`config.mk`:
```
export PLATFORM = sky130hd
export DESIGN_NAME = reg_file_wr_decode_flat
export DESIGN_NICKNAME = d
export VERILOG_FILES = /design/src/rtl/reg_file_wr_decode_if.sv /design/src/rtl/reg_file_wr_decode.sv /design/src/flat_wrapper.sv
export SDC_FILE = /design/constraint.sdc
export NUM_CORES = 2
export LEC_CHECK = 0
export CORE_MARGIN = 5
export CORE_UTILIZATION = 39
export CTS_CLUSTER_SIZE = 14
export DETAILED_ROUTE_END_ITERATION = 8
export SETUP_SLACK_MARGIN = 0.1
export SYNTH_ARGS = -nofsm -noshare
export SYNTH_HDL_FRONTEND = slang
export SYNTH_SLANG_ARGS = --single-unit
```
`constraint.sdc`:
```
create_clock -name clk -period 3.9 [get_ports clk]
set_input_delay 0.78 -clock clk [delete_from_list [all_inputs] [get_ports clk]]
set_output_delay 0.78 -clock clk [all_outputs]
set_load 0.01 [all_outputs]
```
`src/rtl/reg_file_wr_decode_if.sv`:
```
// Register-file bus: one write port, two read ports, write trace.
// master = datapath side, slave = register file side.
interface reg_file_wr_decode_if #(
  parameter int DATA_W = 32,
  parameter int ADDR_W = 5
);
  logic                 wr_en;
  logic [ADDR_W-1:0]    wr_addr;
  logic [DATA_W-1:0]    wr_data;
  logic [ADDR_W-1:0]    rd_addr_a;
  logic [ADDR_W-1:0]    rd_addr_b;
  logic [DATA_W-1:0]    rd_data_a;
  logic [DATA_W-1:0]    rd_data_b;
  logic [2**ADDR_W-1:0] wr_onehot;

  modport master (
    output wr_en, wr_addr, wr_data,
    output rd_addr_a, rd_addr_b,
    input  rd_data_a, rd_data_b, wr_onehot
  );

  modport slave (
    input  wr_en, wr_addr, wr_data,
    input  rd_addr_a, rd_addr_b,
    output rd_data_a, rd_data_b, wr_onehot
  );
endinterface

```
`src/rtl/reg_file_wr_decode.sv`:
```
// MIPS register file with one-hot write decode, $0 hardwired to zero.
// Two combinational read ports with optional same-cycle write bypass.
module reg_file_wr_decode #(
  parameter int DATA_W = 32,
  parameter int ADDR_W = 5,
  parameter int BYPASS = 1
) (
  input logic                 clk,
  input logic                 rst_n,
  reg_file_wr_decode_if.slave bus
);

  localparam int NREG = 2**ADDR_W;

  logic [DATA_W-1:0] r_regs [NREG];
  logic [NREG-1:0]   r_onehot;
  logic [NREG-1:0]   w_dec;
  logic              w_wr_live;
  logic [DATA_W-1:0] w_rd_a;
  logic [DATA_W-1:0] w_rd_b;

  // wr_en gates before indexing so an X address cannot reach state
  always_comb begin
    w_dec = '0;
    if (bus.wr_en)
      w_dec[bus.wr_addr] = 1'b1;
    w_dec[0] = 1'b0;
  end

  always_ff @(posedge clk or negedge rst_n) begin
    if (!rst_n) begin
      for (int i = 0; i < NREG; i++)
        r_regs[i] <= '0;
      r_onehot <= '0;
    end else begin
      r_onehot <= w_dec;
      for (int i = 1; i < NREG; i++)
        if (w_dec[i])
          r_regs[i] <= bus.wr_data;
    end
  end

  // bypass only a write that will actually commit
  assign w_wr_live = rst_n && bus.wr_en
                  && (bus.wr_addr != '0);

  always_comb begin
    w_rd_a = r_regs[bus.rd_addr_a];
    if (BYPASS != 0 && w_wr_live
        && bus.rd_addr_a == bus.wr_addr)
      w_rd_a = bus.wr_data;
    if (bus.rd_addr_a == '0)
      w_rd_a = '0;
  end

  always_comb begin
    w_rd_b = r_regs[bus.rd_addr_b];
    if (BYPASS != 0 && w_wr_live
        && bus.rd_addr_b == bus.wr_addr)
      w_rd_b = bus.wr_data;
    if (bus.rd_addr_b == '0)
      w_rd_b = '0;
  end

  assign bus.rd_data_a = w_rd_a;
  assign bus.rd_data_b = w_rd_b;
  assign bus.wr_onehot = r_onehot;

endmodule

```
`src/flat_wrapper.sv`:
```
// flat-port wrapper written by rule: the top's interface ports become plain ports
module reg_file_wr_decode_flat 
#(
  parameter int DATA_W = 32,
  parameter int ADDR_W = 5,
  parameter int BYPASS = 1
)
  (clk, rst_n, bus_wr_en, bus_wr_addr, bus_wr_data, bus_rd_addr_a, bus_rd_addr_b, bus_rd_data_a, bus_rd_data_b, bus_wr_onehot);
  reg_file_wr_decode_if #(.DATA_W(DATA_W), .ADDR_W(ADDR_W)) bus_i ();
  input logic clk;
  input logic rst_n;
  input wire logic [$bits(bus_i.wr_en)-1:0] bus_wr_en;
  input wire logic [$bits(bus_i.wr_addr)-1:0] bus_wr_addr;
  input wire logic [$bits(bus_i.wr_data)-1:0] bus_wr_data;
  input wire logic [$bits(bus_i.rd_addr_a)-1:0] bus_rd_addr_a;
  input wire logic [$bits(bus_i.rd_addr_b)-1:0] bus_rd_addr_b;
  output wire logic [$bits(bus_i.rd_data_a)-1:0] bus_rd_data_a;
  output wire logic [$bits(bus_i.rd_data_b)-1:0] bus_rd_data_b;
  output wire logic [$bits(bus_i.wr_onehot)-1:0] bus_wr_onehot;
  assign bus_i.wr_en = bus_wr_en;
  assign bus_i.wr_addr = bus_wr_addr;
  assign bus_i.wr_data = bus_wr_data;
  assign bus_i.rd_addr_a = bus_rd_addr_a;
  assign bus_i.rd_addr_b = bus_rd_addr_b;
  assign bus_rd_data_a = bus_i.rd_data_a;
  assign bus_rd_data_b = bus_i.rd_data_b;
  assign bus_wr_onehot = bus_i.wr_onehot;
  reg_file_wr_decode #(.DATA_W(DATA_W), .ADDR_W(ADDR_W), .BYPASS(BYPASS)) u_core (.clk(clk), .rst_n(rst_n), .bus(bus_i));
endmodule
```
After elaboration in Yosys (flattened, before gate mapping)
Index checks and enable logic that the tools add are counted.

Bitwise gates (word level): 2. Equal/unequal tests: 2. Mux-type cells: 13. Reduce and logical (&&, ||, !) cells: 8. Magnitude comparators: 4.

Operators with widths (count): $bmux W32 S5 (2); $mux W32 (9); $ge A6 B6 Y1 const B (2); $not A5 Y6 (2); $eq A5 B5 Y1 (2); $logic_not A5 Y1 (2); $lt A5 B6 Y1 const B (1); $demux W1 S5 (1); $ge A5 B1 Y1 const B (1); $logic_and A1 B1 Y1 (5); $reduce_bool A5 Y1 (1); $mux W1 (1).

Register bits after elaboration: 1023. Output and inout port bits: 96. Input bits: 50.

Longest topological paths before layout
Depth after elaboration: 6. Mapped depth: 10. Mapped depth without buffers: 5.

Worst setup path after synthesis
No wires, ideal clock.

Path kind: input to output. From: in bus_rd_addr_a[1]. To: out bus_rd_data_a[10]. Arrival time: 2.494 ns. Data required time: 3.120 ns. Slack: 0.626 ns. Cell stages on the path: 7. Cell sequence: clkbuf_1 buf_2 clkbuf_1 mux4_2 mux4_2 a32oi_1 nand2_1.

Cells in the longest elaborated chain, start to end: 6.

RTL lines: start, declared (RTL line flat_wrapper.sv:15) `input wire logic [$bits(bus_i.rd_addr_a)-1:0] bus_rd_addr_a;`; $not A5 Y6 (implied by the code) (RTL line reg_file_wr_decode.sv:48) `w_rd_a = r_regs[bus.rd_addr_a];`; $bmux W32 S5 (RTL line reg_file_wr_decode.sv:48); $mux W32 (implied by the code) (2 in a row) (RTL line reg_file_wr_decode.sv:48); $mux W32 (RTL line reg_file_wr_decode.sv:49) `if (BYPASS != 0 && w_wr_live`; $mux W32 (*) (RTL line reg_file_wr_decode.sv:52) `if (bus.rd_addr_a == '0)`; end, declared (RTL line flat_wrapper.sv:17) `output wire logic [$bits(bus_i.rd_data_a)-1:0] bus_rd_data_a;`.

Mark *: on every way between the ends. The rest lies on a longest branch, timed or not. The select of a mux whose other input is x is not followed.

Final worst setup path
From: in bus_rd_addr_b[0]. To: out bus_rd_data_b[30].

Cells in the longest elaborated chain, start to end: 6.

RTL lines: start, declared (RTL line flat_wrapper.sv:16) `input wire logic [$bits(bus_i.rd_addr_b)-1:0] bus_rd_addr_b;`; $not A5 Y6 (implied by the code) (RTL line reg_file_wr_decode.sv:57) `w_rd_b = r_regs[bus.rd_addr_b];`; $bmux W32 S5 (RTL line reg_file_wr_decode.sv:57); $mux W32 (implied by the code) (2 in a row) (RTL line reg_file_wr_decode.sv:57); $mux W32 (RTL line reg_file_wr_decode.sv:58) `if (BYPASS != 0 && w_wr_live`; $mux W32 (*) (RTL line reg_file_wr_decode.sv:61) `if (bus.rd_addr_b == '0)`; end, declared (RTL line flat_wrapper.sv:18) `output wire logic [$bits(bus_i.rd_data_b)-1:0] bus_rd_data_b;`.

Marked as above.

==> impl_metrics.ini <==
[status]
status = finished, final reports clean

[clock_network]
cts-root-buf = clkbuf_16
clockBufferDepth = 3
cts_tree = yes
clkTransAtPathRegs_ns = 0.06
holdBufCountCts = 0
numCtsBuffers = 110
worstSkewPairLatency_ns = 0.71
cts-htree-levels = 3
clock-sinks = 1023

[logic_synthesis]
syn_area_um2 = 54700
synth_ff_type = dfrtp_1
synth_compound_area_share_pct = 4.86
ys_types = 44
yosysWarningCount = 32
synth_fa_ha_area_share_pct = 0
synth-seq-area-share_pct = 46.8
synth_mux_area_share_pct = 33.7
synth_xor_area_share_pct = 0.160
synthCells = 4547
synth.avg_cell_area_um2 = 12.0
synthesis.nets = 4597
synth-edff-count = 0
synth_seq_cells = 1023
yosys.area_share.simple_pct = 10.8
synth-async-reset-ratio_pct = 100
synth_top_family_by_area = multiplexers

[routing]
drc = 0
drt_iter0_drc = 4249
via_count = 41300
wl_per_cell_um = 28.9
routed_wl_um = 198000
routed_via_density = 6.03
antenna_left = 0
firstDrtPassIters = 7

[timing]
worstMarginPinSlew_ns = 1.13
maxSlewHeadroom_pct = 24.9
finalMaxSlewViolations = 0
clock_skew_ns = 0
fmax_ghz = 0.263
hold_viol = 0
fin_crit_ns = 3.81
rsz0062_at_grt = true
setup_viol = 0
fin_crit_sh_pct = 97.6

[hold_path]
hold_path_class = input pin to asynchronous set/reset pin

[finish]
layout_common_cells = nand2_1, dfrtp_1, mux2_2, mux4_2, buf_4
syn_to_final_growth_pct = 21.8
final_common_cell = nand2_1
final_nets = 4928
layout-drive-gt1-share_pct = 38.8
final.fill_count = 12300
final_cells = 6856

[power]
p_per_area_nw_per_um2 = 483
vdd_ir_drop_max_mv = 0.374
cellLeakagePower_nw = 30.1
finalPower_mw = 32.2

[global_route]
grt-ovfl-total = 0
antenna_found_initial = 15
met1_usage_pct = 36.6
grt_util_met3_pct = 6.42
grt_pass1_wl_um = 292000
busiest_layer = met2
grt_pass1_vias = 42000
grt_max_degree = 168
grt_use_total_pct = 26.7
gr-usage-met2_pct = 41.4

[placement]
io_buffers = 144
gp_congestion = 0.866
post-dp-hpwl_um = 125000
place_inst = 6589

[run]
max-cap-violations = 0

[floorplan]
fp.dieW_um = 384
initial_core_util_pct = 39.2
num_rows = 137
design.core.area_um2 = 139000
die_h_um = 384
ios = 146
dieArea_um2 = 148000

[setup_path]
start_kind = input pin
crit_fanout = 13
arrival_ns = 3.03
path_class = input pin to primary output
r2r_slack_ns = 3.07
required_ns = 3.12
end_kind = primary output
==> registers in the layout, indices dropped and copies added, names as in the netlist <==
name                  flops
u_core.r_regs           992
u_core.bus.wr_onehot     31
==> what timing repair did <==
| item | CTS | global route |
|---|---|---|
| pin swaps | 16 | 11 |
| setup buffers | 23 | 22 |
| cloned | 8 | 0 |
| gates resized for setup | 151 | 32 |
| endpoints found under the setup margin | 64 | 38 |
| endpoints found under the hold margin | 0 | 0 |
==> final timing paths <==
check                                          startpoint                        endpoint  depth (start not counted)
setup reg to reg           u_core.r_regs[619]$_DFFE_PN0P_  u_core.r_regs[619]$_DFFE_PN0P_                          1
hold reg to reg            u_core.r_regs[963]$_DFFE_PN0P_  u_core.r_regs[963]$_DFFE_PN0P_                          2
min in group clk           u_core.r_regs[963]$_DFFE_PN0P_  u_core.r_regs[963]$_DFFE_PN0P_                          2
hold / removal                                      rst_n  u_core.r_regs[238]$_DFFE_PN0P_                          2
max in group asynchronous                           rst_n  u_core.r_regs[241]$_DFFE_PN0P_                          3
setup / recovery                         bus_rd_addr_b[0]               bus_rd_data_b[30]                          9
==> cell families after synthesis <==
kind of cell | count (synthesis)
compound gates | 370
xor+xnor | 10
buf+inv | 466
flops | 1023
mux | 1226
other cells | 1
simple gates | 1451
==> metal layers <==
| layer | share of wire [%] | wire [um] | vias to the layer above |
|---|---|---|---|
| met2 | 46 | 91100 | 1985 |
| li1 | - | - | 17200 |
| met3 | 9.3 | 18400 | 440 |
| met5 | 0.031 | 62 | - |
| met1 | 41 | 80800 | 21700 |
| met4 | 4.0 | 8030 | 10 |
==> metrics by stage <==
stage	worst slack (ns)	setup TNS, ns	utilization [%]	instance area [um^2]	hold WS (ns)
global route	0.0329	0	47.8	66600	0.277
CTS	0.0832	0	47.5	66200	0.257
global placement	-0.283	-5.43	44.2	61600	0.471
detailed placement	-0.306	-6.20	44.2	61600	0.479
finish	0.0926	0	47.8	66600	0.189
floorplan	0.626	0	-	54700	0.455
==> synthesized netlist by cell type (43+ instances only) <==
cell type / instances / area share, %
mux2_2: 674 / 14
nor2_1: 95 / 0.65
mux2_1: 95 / 2.0
nand2_1: 1149 / 7.9
buf_2: 110 / 1.0
nor2b_1: 79 / 0.90
a211oi_1: 85 / 1.2
nand3_1: 45 / 0.41
buf_1: 63 / 0.43
clkbuf_1: 250 / 1.7
mux4_2: 414 / 17
mux2i_1: 43 / 0.79
o22ai_1: 74 / 0.85
a221oi_1: 52 / 0.83
dfrtp_1: 1023 / 47
==> cell type report <==
class	count	area [um^2]	share of cell area, %
sequential	1023	25600	38.4
timing repair buffer	669	7140	10.7
antenna	10	25.0	0.0376
multi-input combinational	3058	27600	41.5
tap	1876	2350	3.53
clock inverter	44	523	0.785
inverter	16	60.1	0.0902
clock buffer	160	3270	4.92
==> where the power goes <==
group,total [mW],switching [mW],internal (mW)
Sequential,14.1,1.52,12.6
Clock,11.0,4.51,6.53
Combinational,7.02,3.01,4.01
Total,32.2,9.04,23.1
==> worst max-delay path: stages <==
cell and delay [ns]:
buf_16 0.15, buf_12 0.16, buf_6 0.14, bufbuf_16 0.31, mux4_2 0.51, o21ai_0 0.19, nor3_1 0.09, o32a_1 0.39
dlygate4sd2_1 0.30
No activity file was read; power rests on OpenSTA's default activity.
